File: config.mk
export PLATFORM = sky130hd
export DESIGN_NAME = arcadia_ioctl_streamer
export DESIGN_NICKNAME = d
export VERILOG_FILES = /design/src/rtl/arcadia_ioctl_pkg.sv /design/src/rtl/arcadia_rd_delay.sv /design/src/rtl/arcadia_ioctl_streamer.sv
export SDC_FILE = /design/constraint.sdc
export NUM_CORES = 1
export LEC_CHECK = 0
export CORE_MARGIN = 1
export CORE_UTILIZATION = 30
export DETAILED_ROUTE_END_ITERATION = 10
export GPL_TIMING_DRIVEN = 0
export PLACE_DENSITY = 0.65
export SETUP_SLACK_MARGIN = 0.3
export SLEW_MARGIN = 10
export SYNTH_ARGS = -nofsm -noshare
export SYNTH_HDL_FRONTEND = slang
export SYNTH_SLANG_ARGS = --single-unit
File: constraint.sdc
create_clock -name clk -period 3.9 [get_ports clk]
set_input_delay 1.17 -clock clk [delete_from_list [all_inputs] [get_ports clk]]
set_output_delay 1.17 -clock clk [all_outputs]
set_load 0.05 [all_outputs]
File: src/rtl/arcadia_ioctl_pkg.sv
// Shared types and constants for the ioctl download streamer.
package arcadia_ioctl_pkg;

  typedef enum logic [2:0] {
    IDLE,
    OPEN,
    FETCH,
    WRITE,
    NEXT,
    CLOSE
  } stream_state_t;

  localparam int unsigned IOCTL_ADDR_W = 25;
  localparam logic [7:0]  CART_INDEX   = 8'd1;

endpackage

File: src/rtl/arcadia_rd_delay.sv
// RD_LAT-deep shift of a BRAM read strobe; cap marks the cycle the read data is valid.
module arcadia_rd_delay #(
  parameter int unsigned RD_LAT = 1
) (
  input  logic clk,
  input  logic reset,
  input  logic rd,
  output logic cap
);

  logic [RD_LAT-1:0] pipe;

  always_ff @(posedge clk) begin
    if (reset) begin
      pipe <= '0;
    end else begin
      pipe[0] <= rd;
      for (int unsigned i = 1; i < RD_LAT; i++) begin
        pipe[i] <= pipe[i-1];
      end
    end
  end

  assign cap = pipe[RD_LAT-1];

endmodule

File: src/rtl/arcadia_ioctl_streamer.sv
// Replays a local ROM image as an ioctl download stream, honouring ioctl_wait.
// Optional additive checksum output enabled by ARCADIA_STREAM_CKSUM_EN.
module arcadia_ioctl_streamer
  import arcadia_ioctl_pkg::*;
#(
  parameter int unsigned ADDR_W = 15,
  parameter int unsigned RD_LAT = 1,
  parameter logic [7:0]  INDEX  = CART_INDEX
) (
  input  logic                    clk,
  input  logic                    reset,
  input  logic                    start,
  input  logic [ADDR_W:0]         len,
  output logic                    busy,
  output logic                    done,
  output logic [ADDR_W-1:0]       mem_addr,
  output logic                    mem_rd,
  input  logic [7:0]              mem_data,
  output logic                    ioctl_download,
  output logic [7:0]              ioctl_index,
  output logic                    ioctl_wr,
  output logic [IOCTL_ADDR_W-1:0] ioctl_addr,
  output logic [7:0]              ioctl_dout,
  input  logic                    ioctl_wait
`ifdef ARCADIA_STREAM_CKSUM_EN
  ,
  output logic [7:0]              cksum
`endif
);

  localparam logic [1:0] LAT_LAST = 2'(RD_LAT - 1);

  stream_state_t   state, state_nx;
  logic [ADDR_W:0] cnt;
  logic [ADDR_W:0] len_q;
  logic [1:0]      lat_cnt;
  logic [7:0]      dout_q;
  logic            zero_done;
  logic            cap;
  logic            accept;
  logic            last;

  assign accept = (state == IDLE) && start;
  assign last   = (cnt == len_q - 1'b1);

  arcadia_rd_delay #(
    .RD_LAT (RD_LAT)
  ) u_rd_delay (
    .clk   (clk),
    .reset (reset),
    .rd    (mem_rd),
    .cap   (cap)
  );

  always_comb begin
    state_nx = state;
    unique case (state)
      IDLE:    if (start && len != '0) state_nx = OPEN;
      OPEN:    state_nx = FETCH;
      FETCH:   if (lat_cnt == LAT_LAST) state_nx = WRITE;
      WRITE:   if (!ioctl_wait) state_nx = NEXT;
      NEXT:    state_nx = last ? CLOSE : FETCH;
      CLOSE:   state_nx = IDLE;
      default: state_nx = IDLE;
    endcase
  end

  always_ff @(posedge clk) begin
    if (reset) begin
      state     <= IDLE;
      cnt       <= '0;
      len_q     <= '0;
      lat_cnt   <= '0;
      dout_q    <= '0;
      zero_done <= 1'b0;
    end else begin
      state     <= state_nx;
      zero_done <= accept && (len == '0);
      lat_cnt   <= (state == FETCH) ? lat_cnt + 2'd1 : 2'd0;
      if (cap) dout_q <= mem_data;
      if (accept) begin
        cnt   <= '0;
        len_q <= len;
      end else if (state == NEXT && !last) begin
        cnt <= cnt + 1'b1;
      end
    end
  end

  // WRITE is entered on the capture cycle, so the byte is forwarded straight
  // from mem_data then held from dout_q; the value seen by the sink never changes.
  assign ioctl_dout     = cap ? mem_data : dout_q;
  assign busy           = (state != IDLE);
  assign done           = (state == CLOSE) || zero_done;
  assign ioctl_download = state inside {OPEN, FETCH, WRITE, NEXT};
  assign ioctl_index    = ioctl_download ? INDEX : '0;
  assign mem_rd         = (state == FETCH) && (lat_cnt == '0);
  assign mem_addr       = cnt[ADDR_W-1:0];
  assign ioctl_wr       = (state == WRITE) && !ioctl_wait;
  assign ioctl_addr     = IOCTL_ADDR_W'(cnt);

`ifdef ARCADIA_STREAM_CKSUM_EN
  always_ff @(posedge clk) begin
    if (reset) begin
      cksum <= '0;
    end else if (accept) begin
      cksum <= '0;
    end else if (ioctl_wr) begin
      cksum <= cksum + ioctl_dout;
    end
  end
`endif

endmodule

==> results.md <==
* input/output buffers: 72
* unrepaired setup endpoints after global routing: false
* buffer depth of the longest clock path: 2
* Post-CTS Setup Repair Bufs: 0
* total power of the final layout: 1330 µW
* vias: 2,740
* vias in the first global route: 2,534
* total area of multi-input combinational cells: 1660 µm²
* maximum number of pins on one net before global-route repair: 15
* time the final worst path needs with I/O delays and setup: 3.48 ns
* effective utilization at floorplan: 0.312
* most common cell in the netlist: sky130_fd_sc_hd__dfxtp_1
* Yosys top cell area share: 0.325
* startpoint class of the critical path: input pin
* GR peak layer: met2
* core utilization of the finished layout: 0.421
* prevailing post-synth register cell: sky130_fd_sc_hd__dfxtp_1
* area occupied by registers: 941 µm²
* static leakage: 0.00154 µW
* Fin. Hold Viols: 0
* Worst EP arrival: 2.31 ns
* required arrival time at the worst endpoint: 2.73 ns
* final-layout setup total negative slack: 0 ns
* worst skew pair latency: 0.30 ns
* type of the setup path with the least slack: in2out
* Design Area, Final: 3910 µm²
* number of violations reported at the end of detailed-routing iteration 0: 99
* Synth-to-Final Area Change: 34.8%
* delay of the slowest cell on the worst path: 0.55 ns
* GR Util met2: 0.266
* top cells by area in the synthesized netlist: sky130_fd_sc_hd__dfxtp_1 32%, sky130_fd_sc_hd__buf_4 8.3%, sky130_fd_sc_hd__nand2_1 5.4%
* top-level port count: 89
* skew final: 0.00833 ns
* proportion of synthesized flip-flops having asynchronous set or reset: 0
* final worst slack: 0.417 ns
* placeable core region: 9280 µm²
* length of the first detailed-routing pass in iterations: 5
* run status: complete, no violations
* # clock sinks: 47
* number of vias per cell after detailed routing: 4.76
* fin. max-slew vios: 0
* Die Wd: 100 µm
* overall track demand over capacity in global routing: 0.146
* Final #Nets: 477
* Final period util: 0.893
* Slew Limit Headroom: 0.654
* number of warnings reported in the yosys synthesis log: 0
* drt wl/cell: 12.5 µm
* Post-Synthesis Cells: 352
* number of hold buffers added after CTS: 0
* count of endpoints failing setup in the final report: 0
* wire length of the first global-routing pass: 11.8 mm
* clock slew at reported path FFs: 0.08 ns
* cell at the root of the clock tree: sky130_fd_sc_hd__clkbuf_8
* top cells by count, synth: 47 x sky130_fd_sc_hd__dfxtp_1, 42 x sky130_fd_sc_hd__nand2_1, 32 x sky130_fd_sc_hd__buf_4
* share of synthesized area occupied by flip-flops and latches: 0.325
* remaining routing DRC violations: 0
* total wire length: 7.18 mm
* number of synthesized register bits: 47
* area of the die: 10,100 µm²
* Max stage delay cell, worst path: sky130_fd_sc_hd__dlygate4sd2_1
* Inserted Clock Buffers: 5
* Cell Chain, Critical Path: clkdlybuf4s50_1, mux2_2, dlygate4sd2_1
* Final GP Congestion: 0.798
* CP Capture Type: output port
* highest ir drop seen on vdd: 0.250 mV
* number of antenna violations at the first check in global routing: 0
* top cell type by total area after synthesis: sky130_fd_sc_hd__dfxtp_1
* R2R setup slack: 0.76 ns
* area of the mapped netlist: 2900 µm²
* Highest Clock Rate: 0.287 GHz
* number of maximum-capacitance constraint violations: 0
* met1 layer usage reported by global route: 0.173
* Crit Path Max Fanout: 2
* Diodes inserted: 0
* filler cell count in the final layout: 974
* mean instance size in the synthesized netlist: 8.23 µm²
* fraction of final layout cells with drive strength greater than 1: 0.152
* global routing met3 resource utilization: 0.0355
* remaining global-route overflow: 0
* DP Worst Slack: 0.0331 ns
* # rows: 35
* count of flip-flops with a built-in enable after synthesis: 0
* count of nets left with antenna violations after detail routing: 0
* Hold/Removal Path Class: reg2reg
* count of distinct cell types in the synthesized netlist: 59
* clock tree from TritonCTS: yes
* dpl hpwl: 5.55 mm
* Pwr per Cell Area: 341 nW/µm²
* CTS HTree Levels: 2
* Die Span Y: 100 µm
* measured slew at the worst slew-check pin: 0.517 ns
* Cell Area, Placed: 3840 µm²
-- flip-flops by register name (all words and copies together), names as in the netlist --
| signal | flops |
|---|---|
| len_q | 16 |
| state | 3 |
| lat_cnt | 2 |
| zero_done | 1 |
| u_rd_delay.cap | 1 |
| cnt | 16 |
| dout_q | 8 |
-- timing repair --
| action | CTS | global route |
|---|---|---|
| pin swaps | 0 | 0 |
| cloned | 0 | 0 |
| endpoints found under the setup margin | 9 | 1 |
| gates resized for setup | 9 | 2 |
-- worst max-delay path, delay by kind of cell --
family	cells	cell delay [ns]
muxes	1	0.15
buffers and inverters	2	1.00
-- report_power, final --
part | internal [µW] | switching [µW]
logic | 200 | 308
clock network | 123 | 164
registers | 506 | 29.5
total | 829 | 501
-- kinds of logic after synthesis --
logic type / after synthesis / share of synthesized area
xor+xnor: 26 / 0.0812
other cells: 1 / 0.00129
compound gates: 62 / 0.144
mux: 11 / 0.0415
simple gates: 144 / 0.272
fa+ha+maj: 3 / 0.0130
buf+inv: 58 / 0.122
flops: 47 / 0.325
-- layout by cell type (no fill, tap or decap), types with 4 or more instances in the layout --
master,n
sky130_fd_sc_hd__buf_4,32
sky130_fd_sc_hd__clkdlybuf4s50_1,63
sky130_fd_sc_hd__nand4_1,6
sky130_fd_sc_hd__clkbuf_8,5
sky130_fd_sc_hd__and2_1,5
sky130_fd_sc_hd__xor2_1,11
sky130_fd_sc_hd__mux2_2,8
sky130_fd_sc_hd__nor2_1,21
sky130_fd_sc_hd__dlygate4sd2_1,8
sky130_fd_sc_hd__o21ai_0,4
sky130_fd_sc_hd__nor3_1,9
sky130_fd_sc_hd__xnor2_1,14
sky130_fd_sc_hd__or3_1,4
sky130_fd_sc_hd__nor4_1,7
sky130_fd_sc_hd__a21oi_1,27
sky130_fd_sc_hd__o31ai_1,7
sky130_fd_sc_hd__or4_1,8
sky130_fd_sc_hd__nor2b_1,10
sky130_fd_sc_hd__conb_1,16
sky130_fd_sc_hd__nand2_1,42
sky130_fd_sc_hd__clkbuf_1,15
sky130_fd_sc_hd__dfxtp_1,47
sky130_fd_sc_hd__nand3_1,9
sky130_fd_sc_hd__inv_1,8
-- area by class of cell --
class / count / share of cell area
inverters: 8 / 0.00769
well taps: 129 / 0.0413
multi-input cells: 262 / 0.425
plain buffers: 50 / 0.0830
flip-flops and latches: 47 / 0.241
repair buffers: 72 / 0.181
clock buffers: 5 / 0.0176
clock inverters: 3 / 0.00384
-- layer usage --
layer | vias to the layer above | wire [µm]
met5 | - | 0
met4 | 0 | 61
met3 | 7 | 419
met1 | 1275 | 3220
li1 | 1376 | -
met2 | 82 | 3470
-- metrics by stage --
| stage | hold slack [ns] | std cells |
|---|---|---|
| 5_1_grt | 0.487 | 576 |
| 6_report | 0.437 | 576 |
| 4_1_cts | 0.441 | 576 |
| 3_5_place_dp | 0.428 | 568 |
| 3_3_place_gp | 0.416 | 568 |
| 2_1_floorplan | 0.400 | 367 |
-- path summary, 6_finish.rpt --
check / startpoint / to / cells past startpoint
setup / recovery: mem_data[6] / ioctl_dout[6] / 3
hold / removal: lat_cnt[0] / lat_cnt[0] / 1
setup reg to reg: len_q[0] / cnt[14] / 12
hold reg to reg: lat_cnt[0] / lat_cnt[0] / 1
Power figures use the tool's default switching activity.
